<file path="config.mk">
export PLATFORM = sky130hd
export DESIGN_NAME = obf_key_loader
export DESIGN_NICKNAME = d
export VERILOG_FILES = /design/src/rtl/obf_pkg.sv /design/src/rtl/obf_key_shadow.sv /design/src/rtl/obf_key_loader.sv
export SDC_FILE = /design/constraint.sdc
export NUM_CORES = 1
export LEC_CHECK = 0
export ABC_AREA = 1
export CAP_MARGIN = 20
export CORE_ASPECT_RATIO = 0.9
export CORE_MARGIN = 5
export CORE_UTILIZATION = 48
export CTS_CLUSTER_SIZE = 25
export DETAILED_ROUTE_END_ITERATION = 10
export PLACE_DENSITY = 0.84
export SYNTH_ARGS = -nofsm -noshare
export SYNTH_HDL_FRONTEND = slang
export SYNTH_SLANG_ARGS = --single-unit
</file>
<file path="constraint.sdc">
create_clock -name clk -period 1.3 [get_ports clk]
set_input_delay 0.325 -clock clk [delete_from_list [all_inputs] [get_ports clk]]
set_output_delay 0.325 -clock clk [all_outputs]
set_load 0.02 [all_outputs]
</file>
<file path="src/rtl/obf_pkg.sv">
// Shared types and constants for the OBF key loader: FSM states and per-gate select encodings.
package obf_pkg;

  localparam int unsigned SEL_W = 2;

  typedef enum logic [2:0] {
    IDLE,
    SHIFT,
    CHECK,
    COMMIT,
    LOCKED
  } state_e;

  localparam logic [SEL_W-1:0] SEL_PASS   = 2'b00;
  localparam logic [SEL_W-1:0] SEL_CONST1 = 2'b01;
  localparam logic [SEL_W-1:0] SEL_INV    = 2'b10;
  localparam logic [SEL_W-1:0] SEL_CONST0 = 2'b11;

endpackage

</file>
<file path="src/rtl/obf_key_shadow.sv">
// Shadow capture of an incoming key frame: LSB-first bit placement, bit counter and
// running parity over every accepted bit, including the trailing parity bit.
module obf_key_shadow #(
  parameter int unsigned KEY_W = 2
) (
  input  logic             clk,
  input  logic             rst_n,
  input  logic             clr,
  input  logic             shift_en,
  input  logic             din,
  output logic             full,
  output logic             parity_ok,
  output logic [KEY_W-1:0] data
);

  localparam int unsigned CNT_W = $clog2(KEY_W + 2);

  logic [CNT_W-1:0] bit_cnt;
  logic             par;

  // The parity bit advances the counter and parity but lands in no data slot.
  always_ff @(posedge clk) begin
    if (!rst_n || clr) begin
      bit_cnt <= '0;
      data    <= '0;
      par     <= 1'b0;
    end else if (shift_en) begin
      for (int unsigned i = 0; i < KEY_W; i++) begin
        if (bit_cnt == CNT_W'(i)) data[i] <= din;
      end
      bit_cnt <= bit_cnt + CNT_W'(1);
      par     <= par ^ din;
    end
  end

  assign full      = (bit_cnt == CNT_W'(KEY_W));
  assign parity_ok = ~par;

endmodule

</file>
<file path="src/rtl/obf_key_loader.sv">
// Serial key-configuration controller: receives a parity-protected key frame, commits
// per-gate OBF select words, and locks out with key zeroization after repeated bad frames.
module obf_key_loader
  import obf_pkg::*;
#(
  parameter  int unsigned NUM_OBF  = 1,
  parameter  int unsigned MAX_FAIL = 3,
  localparam int unsigned KEY_W    = NUM_OBF * SEL_W,
  localparam int unsigned FCW      = $clog2(MAX_FAIL + 1)
) (
  input  logic             clk,
  input  logic             rst_n,
  input  logic             load_start,
  input  logic             load_abort,
  input  logic             sin_valid,
  input  logic             sin_data,
  output logic             sin_ready,
  output logic [KEY_W-1:0] key_sel,
  output logic             key_valid,
  output logic             busy,
  output logic             load_done,
  output logic             load_err,
  output logic             locked,
  output logic [FCW-1:0]   fail_cnt
);

  localparam logic [KEY_W-1:0] KEY_ZERO = {NUM_OBF{SEL_PASS}};

  state_e           state_q, state_d;
  logic [KEY_W-1:0] key_q, key_d;
  logic             kv_q, kv_d;
  logic [FCW-1:0]   fail_q, fail_d, fail_inc;
  logic             done_q, done_d;
  logic             err_q, err_d;
  logic             busy_q, locked_q;
  logic             shadow_clr, shift_en;
  logic             full, parity_ok;
  logic [KEY_W-1:0] shadow_data;

  obf_key_shadow #(.KEY_W(KEY_W)) u_shadow (
    .clk       (clk),
    .rst_n     (rst_n),
    .clr       (shadow_clr),
    .shift_en  (shift_en),
    .din       (sin_data),
    .full      (full),
    .parity_ok (parity_ok),
    .data      (shadow_data)
  );

  // Next-state and next-output decode.
  always_comb begin
    state_d    = state_q;
    key_d      = key_q;
    kv_d       = kv_q;
    fail_d     = fail_q;
    done_d     = 1'b0;
    err_d      = 1'b0;
    shadow_clr = 1'b0;
    shift_en   = 1'b0;
    fail_inc   = (fail_q == FCW'(MAX_FAIL)) ? fail_q : fail_q + FCW'(1);
    case (state_q)
      IDLE: begin
        if (load_start) begin
          state_d    = SHIFT;
          shadow_clr = 1'b1;
        end
      end
      SHIFT: begin
        if (load_abort) begin
          state_d = IDLE;
        end else if (sin_valid) begin
          shift_en = 1'b1;
          if (full) state_d = CHECK;
        end
      end
      CHECK: begin
        if (parity_ok) begin
          state_d = COMMIT;
        end else begin
          fail_d = fail_inc;
          err_d  = 1'b1;
          if (fail_inc == FCW'(MAX_FAIL)) begin
            state_d = LOCKED;
            key_d   = KEY_ZERO;
            kv_d    = 1'b0;
          end else begin
            state_d = IDLE;
          end
        end
      end
      COMMIT: begin
        state_d = IDLE;
        key_d   = shadow_data;
        kv_d    = 1'b1;
        fail_d  = '0;
        done_d  = 1'b1;
      end
      LOCKED: begin
        key_d = KEY_ZERO;
        kv_d  = 1'b0;
      end
      default: state_d = IDLE;
    endcase
  end

  // State and registered outputs; busy/locked are registered decodes of the next state.
  always_ff @(posedge clk) begin
    if (!rst_n) begin
      state_q  <= IDLE;
      key_q    <= KEY_ZERO;
      kv_q     <= 1'b0;
      fail_q   <= '0;
      done_q   <= 1'b0;
      err_q    <= 1'b0;
      busy_q   <= 1'b0;
      locked_q <= 1'b0;
    end else begin
      state_q  <= state_d;
      key_q    <= key_d;
      kv_q     <= kv_d;
      fail_q   <= fail_d;
      done_q   <= done_d;
      err_q    <= err_d;
      busy_q   <= (state_d != IDLE) && (state_d != LOCKED);
      locked_q <= (state_d == LOCKED);
    end
  end

  assign sin_ready = (state_q == SHIFT);
  assign key_sel   = key_q;
  assign key_valid = kv_q;
  assign fail_cnt  = fail_q;
  assign load_done = done_q;
  assign load_err  = err_q;
  assign busy      = busy_q;
  assign locked    = locked_q;

endmodule

</file>
# Word level (Yosys, flattened, before mapping)
# Index checks and enable logic that the tools add are counted.
# Widths: inputs -> output; s select.
word_totals:
  reg_bits: 17
  output_inout_bits: 10
  wordCells: 63
  in_bits: 6
op_classes:
  n_reduce_logical: 13
  n_mux: 23
  n_eq_ne: 12
  add_sub_neg: 2
  n_bitwise: 1
ops:
  columns: ["operator", "n"]
  rows:
  - ["$mux 3", 6]
  - ["$pmux 3 s4", 1]
  - ["$mux 1", 9]
  - ["$mux 2", 4]
  - ["$reduce_and 2->1", 4]
  - ["$eq 2x2->1 const B", 3]
  - ["$eq 3x2->1 const B", 2]
  - ["$eq 3x3->1 const B", 2]
  - ["$pmux 2 s3", 1]
  - ["$reduce_bool 3->1", 2]
  - ["$add 2x1->2 const B", 2]
  - ["$pmux 2 s2", 1]
  - ["$eq 3x1->1 const B", 1]
  - ["$logic_not 3->1", 1]
  - ["$ne 3x3->1 const B", 1]
  - ["$pmux 1 s3", 1]
  - ["$reduce_and 3->1", 1]
  - ["$eq 2x1->1 const B", 1]
  - ["$logic_not 2->1", 1]
  - ["$ne 2x1->1 const B", 1]
  - ["$ne 2x2->1 const B", 1]
  - ["$reduce_bool 2->1", 1]
  - ["$logic_and 1x1->1", 1]
  - ["$logic_not 1->1", 1]
  - ["other kinds (2)", 2]

# Depth between registers and ports, before layout
# Gate-level depths: netlist (run 1).
logic_depth:
  ltp_word: 8
  depth_mapped: 8
  depth_no_buf: 8

# By module
# Synthesis (run 1) repeated with hierarchy kept, for this count alone.
unflattened:
  hier_cells: 98
  area_unflattened_um2: 772.0
by_module_without_submodules:
  columns: ["module", "cells_each", "seq_area_each_um2", "area_per_inst_um2", "n_inst"]
  rows:
  - ["obf_key_loader", 62, 240.2, 509.2, 1]
  - ["obf_key_shadow", 36, 100.1, 262.8, 1]

# Least setup slack after synthesis (run 1)
# Ideal clock, no wire load.
synth_timing:
  path_kind: "register to register"
  start: "register state_q[2]"
  end: "register u_shadow.bit_cnt[1]"
  path_slack_ns: 0.194
  path_buffers: 0
  arrival_time_ns: 0.990
  setup_ns: 0.116
  path_stages_with_launch: 7
  t_required_ns: 1.184
  period_less_slack_ns: 1.106
  cell_sequence: "dfxtp_1 inv_1 nand2_2 nor2_4 nand2_2 o21ai_0 nor2_1"
synth_via:
  elab_cells_between_ends: 5
  classes_between: "eq/ne: 1; mux: 2; reduce/logical: 2"
synth_rtl:
  columns: ["item", "line_no", "rtl"]
  rows:
  - ["start: declaration", "obf_key_loader.sv:29", "state_e state_q, state_d;"]
  - ["start signal: assignment", "obf_key_loader.sv:119", "state_q <= state_d;"]
  - ["$eq 3x1->1", null, null]
  - ["net sin_ready", "obf_key_loader.sv:17", "output logic sin_ready,"]
  - ["$mux 1", "obf_key_loader.sv:62", "case (state_q)"]
  - ["end signal: assignment", "obf_key_shadow.sv:31", "bit_cnt <= bit_cnt + CNT_W'(1);"]
  - ["end: declaration", "obf_key_shadow.sv:18", "logic [CNT_W-1:0] bit_cnt;"]
# The timed path passes the listed nets, and every way through them passes these cells.
# A chain may end at the register's enable or synchronous reset.

# Worst setup path after layout (run 1)
layout_timing:
  start: "register state_q[2]"
  end: "output sin_ready"
layout_via:
  elab_chain_len: 1
layout_lines:
  columns: ["item", "line_no", "rtl"]
  rows:
  - ["$eq 3x1->1", "obf_key_loader.sv:130", "assign sin_ready = (state_q == SHIFT);"]
  - ["end: declaration", "obf_key_loader.sv:17", null]
# No other way between the ends.

==> results by group, run 1 <==
Die
  • Die H: 47.9 um
  • Cell Rows: 13
  • Area of the die: 2490 sq um
  • Core area: 1480 sq um
  • IO Pins: 16
  • Die W: 52.1 um
  • Initial core utilization: 51.6%

CTS
  • Clk Tree Root Cell: clkbuf_4
  • Bufs on Longest Clock Path: 2
  • CTS buffer count: 3
  • Clock sinks: 17
  • Worst-Skew Late Latency: 0.30 ns
  • H-tree depth: 1
  • # hold bufs at CTS: 0
  • Setup bufs post-CTS: 0
  • Clock transition at path regs: 0.10 ns
  • CTS tree: done

Critical path
  • Startpoint types: flop
  • R2r worst-path depth: 7
  • Critical path arrival: 0.96 ns
  • Slowest-stage cell, CP: dfxtp_2
  • Setup crit end kind: output port
  • R2R Setup Slk: 0.11 ns
  • Reg2Reg Launch Point: state_q[0]
  • CP delay by family, top: flip-flops
  • Setup CP Type: flop to output port
  • WP buf/inv: 2
  • Reg-to-reg endpoint: key_valid
  • Crit-path max cell delay: 0.33 ns
  • Worst EP required: 0.98 ns
  • CP Max Fanout: 2
  • CP cell instances: inv_2 -> nand2_2 -> nor2_4 -> buf_6

Global routing
  • Largest net degree at the start of global routing: 11
  • M2 GR Usage: 22.1%
  • First-pass GRT wire length: 2.33 mm
  • Initial antenna violation count: 0
  • Number of global-route vias before repair: 565
  • Met1 Use GR: 14.8%
  • Met3 GRT Util: 6.54%
  • GRT Resource Usage Total: 13.6%
  • Grt total ovfl: 0
  • GRT busiest layer: met2

Synth
  • Syn Nets: 116
  • Top cell type's share of synthesized area: 44.5%
  • Mapped Cells: 107
  • Post-Syn Area: 764 sq um
  • Post-synth cell types: 15
  • Cell accounting for the most synthesized area: dfxtp_1
  • Main area contributors after synthesis: dfxtp_1 (45%), nand2_1 (13%), inv_1 (9.3%), nor2_1 (6.9%), nand3_1 (6.5%)
  • Yosys Warn Count: 0
  • Synthesis-stage register bit count: 17
  • Mean Syn Cell Area: 7.14 sq um
  • Sequential area share after synthesis: 44.5%

STA
  • Unrepaired setup endpoints after global routing: yes
  • Final worst path period need: 1.28 ns
  • Final period utilization: 98.5%
  • Final hold slack: 0.460 ns
  • Final Slew Violations: 0
  • Clock skew: 0.0111 ns
  • Setup TNS: 0 ns
  • Endpoints failing setup: 0
  • Final Hold Viols: 0
  • Worst Tran Pin Value: 0.226 ns
  • Max Clock Freq: 781 MHz
  • Relative slew margins: 84.9%

Min path
  • Worst hold start: u_shadow.data[0]
  • Hold/Removal Path Class: flop to flop
  • Hold endpoint: key_sel[0]
  • WHS Path Cells: 2

Placed design
  • IO buf count: 15
  • Routability cong.: 0.848
  • HPWL after detailed placement: 1.30 mm

Detailed routing
  • Drt initial violations: 12
  • First-pass DRT Iterations: 4
  • Drt wl/cell: 9.93 um
  • Total Wirelength: 1.57 mm
  • DRC violations left: 0
  • Vias/cell: 4.63
  • Antenna viol nets, final: 0
  • Routed via count: 731

Final layout
  • Commonest cells after routing, fill and taps aside: nand2_1 (26), inv_1 (18), dfxtp_1 (14), nor2_1 (13)
  • Diodes inserted: 0
  • Commonest non-fill, non-tap cell in the layout: nand2_1
  • Final net count: 146
  • Share of post-route cells with drive strength above 1: 20.6%
  • Synthesis-to-layout area growth: 34.0%

Power
  • Sequential power share: 58.5%
  • Logic gate share of total power: 10.9%
  • Peak supply drop: 0.677 mV
  • Sw Ratio: 23.8%
  • Total Power: 0.907 mW
  • Leakage: 0.511 nW
  • PwrDens: 885 nW/um^2
  • Clock power share: 30.6%
  • Int Pwr: 0.691 mW
  • Psw: 0.216 mW

Run
  • Max cap viols: 0

Run status
  • Status: completed
## power groups by stage
| stage | combinational (mW) | sequential [mW] | clock, mW |
|---|---|---|---|
| final | 0.0989 | 0.531 | 0.277 |
| after global routing | 0.108 | 0.531 | 0.322 |
| after CTS | 0.0990 | 0.531 | 0.292 |
| after detailed placement | 0.0992 | 0.542 | 0 |
| after global placement | 0.0962 | 0.542 | 0 |
| after floorplan | 0.0415 | 0.546 | 0 |
## sequential cells by signal, indices dropped and copies added, names as in the netlist
signal	count
u_shadow.par	1
key_valid	1
locked	1
u_shadow.bit_cnt	2
key_sel	2
u_shadow.data	2
load_done	1
state_q	3
busy	1
load_err	1
fail_cnt	2
## synth_stat cells (all sizes together)
| master | instances |
|---|---|
| nand2 | 28 |
| inv | 19 |
| dfxtp | 17 |
| nor2 | 15 |
| nand3 | 10 |
| a21oi | 4 |
| ha | 3 |
| nand3b | 3 |
| nand4 | 2 |
| o21ai | 2 |
| o21bai | 2 |
| and2 | 1 |
| nor3 | 1 |
## timing repair
| item | 4_1_cts | 5_1_grt |
|---|---|---|
| resized for setup | 21 | 12 |
| endpoints found under the setup margin | 10 | 12 |
| pin swaps | 0 | 0 |
## cell type report
class	count	area, sq um
fillers	123	455
multi-input cells	71	355
clock inverters	1	5.00
inverters	19	71.3
flip-flops and latches	17	344
clock buffers	3	22.5
repair buffers	25	199
well taps	22	27.5
## tightest hold or removal path, stage by stage (launching register included)
cell,delay (ns)
dfxtp_1,0.32
nand2_1,0.06
nand2_1,0.05
## how the worst max path moves through the flow
stage	start	cells past startpoint	endpoint
4_1_cts	state_q[2]	4	sin_ready
6_report	state_q[2]	4	sin_ready
5_1_grt	state_q[2]	4	sin_ready
2_1_floorplan	state_q[2]	6	u_shadow.bit_cnt[1]
3_5_place_dp	sin_valid	7	u_shadow.bit_cnt[0]
3_3_place_gp	sin_valid	7	u_shadow.bit_cnt[0]
## kinds of logic after synthesis
family / after synthesis / synth area share, %
AOI/OAI and AO/OA: 8 / 5.89
buffers and inverters: 19 / 9.33
DFF: 17 / 44.5
adders and majority gates: 3 / 4.91
and+or+nand+nor: 60 / 35.4
## metrics by stage
step	cells	setup WS [ns]	utilization (%)	instance area, sq um
2_1_floorplan	107	0.194	-	764
3_3_place_gp	154	-0.153	68.7	1020
3_5_place_dp	154	-0.197	68.7	1020
4_1_cts	158	0.000269	70.3	1040
5_1_grt	158	-0.0474	69.2	1020
6_report	158	0.0199	69.2	1020
## layer usage
layer | share of wire, % | vias to the layer above
met5 | 0 | -
met4 | 2.0 | 0
met3 | 5.4 | 5
met2 | 47 | 15
met1 | 46 | 320
li1 | - | 391
Note: power is estimated with default switching activity, not from simulation.
==> inputs of run 2 (changes only) <==
--- a/config.mk
+++ b/config.mk
@@ -10,6 +10,7 @@
 export CORE_ASPECT_RATIO = 0.9
 export CORE_MARGIN = 5
 export CORE_UTILIZATION = 48
+export CTS_CLUSTER_DIAMETER = 200
 export CTS_CLUSTER_SIZE = 25
 export DETAILED_ROUTE_END_ITERATION = 10
 export PLACE_DENSITY = 0.84
==> results of run 2 <==
Final layout, timing and power as in run 1 (identical DEF).
==> inputs of run 3 (changes only) <==
--- a/config.mk
+++ b/config.mk
@@ -6,14 +6,16 @@
 export NUM_CORES = 1
 export LEC_CHECK = 0
 export ABC_AREA = 1
-export CAP_MARGIN = 20
+export CAP_MARGIN = 25
+export CELL_PAD_IN_SITES_DETAIL_PLACEMENT = 0
+export CELL_PAD_IN_SITES_GLOBAL_PLACEMENT = 1
 export CORE_ASPECT_RATIO = 0.9
 export CORE_MARGIN = 5
-export CORE_UTILIZATION = 48
+export CORE_UTILIZATION = 34
 export CTS_CLUSTER_DIAMETER = 200
 export CTS_CLUSTER_SIZE = 25
 export DETAILED_ROUTE_END_ITERATION = 10
-export PLACE_DENSITY = 0.84
+export PLACE_DENSITY = 0.83
 export SYNTH_ARGS = -nofsm -noshare
 export SYNTH_HDL_FRONTEND = slang
 export SYNTH_SLANG_ARGS = --single-unit
==> run 3 against run 2 <==
Net effect: first-iteration DRC count is 42% higher; clock power hardly changed; hold slack worse by 0.0051 ns; worst setup slack worse by 0.0021 ns; register-to-register slack worse by 0.02 ns; global-route usage is 3.3 points lower; critical path depth stayed put; maximum frequency is 0.17% lower; critical path type unchanged; highest routed layer unchanged.
==> results by group, run 3 (synthesis gave the netlist of run 1 again) <==
Run status
  • Status: completed

Critical path
  • CP Max Fanout: 2
  • Startpoint types: flop
  • Setup crit start: state_q[2]
  • Critical path arrival: 0.96 ns
  • Reg2Reg Launch Point: state_q[1]
  • Setup CP Type: flop to output port
  • Worst EP required: 0.98 ns
  • Setup crit end kind: output port

CTS
  • Bufs on Longest Clock Path: 2
  • Clock transition at path regs: 0.09 ns
  • Worst-Skew Late Latency: 0.29 ns
  • Clock sinks: 17
  • # hold bufs at CTS: 0
  • Clk Tree Root Cell: clkbuf_4
  • CTS tree: done
  • CTS buffer count: 3
  • H-tree depth: 1

Placed design
  • HPWL after detailed placement: 1.26 mm
  • Place WS: -0.170 ns
  • Routability cong.: 0.704
  • IO buf count: 15

Global routing
  • Initial antenna violation count: 0
  • Grt total ovfl: 0
  • GRT Resource Usage Total: 10.3%
  • Largest net degree at the start of global routing: 10
  • Number of global-route vias before repair: 644
  • First-pass GRT wire length: 2.50 mm

Power
  • PwrDens: 872 nW/um^2
  • Sequential power share: 58.4%
  • Logic gate share of total power: 11.1%
  • Int Pwr: 0.697 mW
  • Clock power share: 30.4%
  • Psw: 0.210 mW
  • Peak supply drop: 0.566 mV
  • Sw Ratio: 23.1%
  • Total Power: 0.906 mW
  • Leakage: 0.513 nW

Die
  • Cell Rows: 16
  • Area of the die: 3300 sq um
  • Die H: 55.0 um
  • Die W: 60.0 um
  • IO Pins: 16
  • Initial core utilization: 35.4%
  • Core area: 2160 sq um

Detailed routing
  • First-pass DRT Iterations: 4
  • Vias/cell: 4.43
  • DRC violations left: 0
  • Drt initial violations: 17
  • Routed via count: 727
  • Antenna viol nets, final: 0
  • Total Wirelength: 1.54 mm
  • Drt wl/cell: 9.41 um

Final layout
  • Max reg flops: 3
  • Commonest cells after routing, fill and taps aside: nand2_1 (25), inv_1 (18), dfxtp_1 (16), nor2_1 (14), buf_4 (11)
  • Diodes inserted: 0
  • Fill cells: 237
  • Synthesis-to-layout area growth: 36.0%
  • Commonest non-fill, non-tap cell in the layout: nand2_1
  • Share of post-route cells with drive strength above 1: 18.2%
  • Reg with most FFs: state_q
  • Final net count: 147

STA
  • Endpoints failing setup: 0
  • Worst Tran Pin Value: 0.254 ns
  • Unrepaired setup endpoints after global routing: yes
  • Final worst path period need: 1.28 ns
  • Relative slew margins: 83.0%
  • Final period utilization: 98.6%
  • Clock skew: 0.00224 ns
  • Final Slew Violations: 0
  • Final hold slack: 0.455 ns
  • Setup TNS: 0 ns
  • Max Clock Freq: 780 MHz
  • Worst setup margin: 0.0178 ns
  • Final Hold Viols: 0

Min path
  • Worst hold start: u_shadow.data[1]
  • Hold/Removal Path Class: flop to flop

Run
  • Max cap viols: 0
run 3: cell types whose count changed in the layout (fill, tap and decap cells not counted):
| cell | before | now |
|---|---|---|
| clkbuf_1 | 0 | 1 |
| nor2_1 | 13 | 14 |
| nor2_2 | 1 | 0 |
| clkinv_2 | 1 | 0 |
| buf_2 | 1 | 0 |
| buf_4 | 10 | 11 |
| nand2_1 | 26 | 25 |
| nand2_2 | 2 | 3 |
| dfxtp_2 | 3 | 1 |
| clkdlybuf4s15_1 | 2 | 3 |
| dfxtp_1 | 14 | 16 |
run 3: path summary, 6_finish.rpt:
kind | endpoint | slack [ns] | cells past startpoint
setup / recovery | sin_ready | 0.02 | 4
hold / removal | key_sel[1] | 0.46 | 2
setup reg to reg | key_sel[0] | 0.09 | 6
hold reg to reg | key_sel[1] | 0.46 | 2
run 3: metrics by stage:
step	cell area [sq um]	utilization (%)	std cells
after floorplan	764	-	107
after global placement	1020	47.3	159
after detailed placement	1020	47.3	159
after CTS	1040	48.1	163
after global routing	1040	48.1	164
final	1040	48.1	164
run 3: area by class of cell:
cell class / instances / area, sq um / share of cell area [%]
clock buffer: 4 / 26.3 / 2.53
inverter: 19 / 71.3 / 6.86
multi-input combinational: 71 / 355 / 34.2
sequential: 17 / 342 / 32.9
tap: 27 / 33.8 / 3.25
timing repair buffer: 26 / 211 / 20.3
run 3: repair_timing:
action,4_1_cts,5_1_grt
setup endpoints to repair,10,11
hold endpoints to repair,0,0
gates resized for setup,17,12
setup buffers,0,1
run 3: per-layer routing:
metal / global-route usage (%) / vias up / routed length, um
met4: 2.21 / 0 / 13
met2: 18.7 / 11 / 739
met1: 11.0 / 320 / 699
li1: - / 394 / -
met3: 4.87 / 2 / 91
met5: 0 / - / 0
run 3: worst max-delay path, cell delays in order, from the launching register on:
cell,delay [ns]
dfxtp_2,0.34
inv_2,0.06
nand2_2,0.06
nor2_4,0.10
buf_6,0.12
run 3: power groups by stage:
stage	clock network (mW)	registers, mW	logic [mW]
floorplan	0	0.546	0.0415
global placement	0	0.542	0.0980
detailed placement	0	0.542	0.0994
CTS	0.285	0.530	0.0992
global route	0.315	0.530	0.113
finish	0.276	0.530	0.101
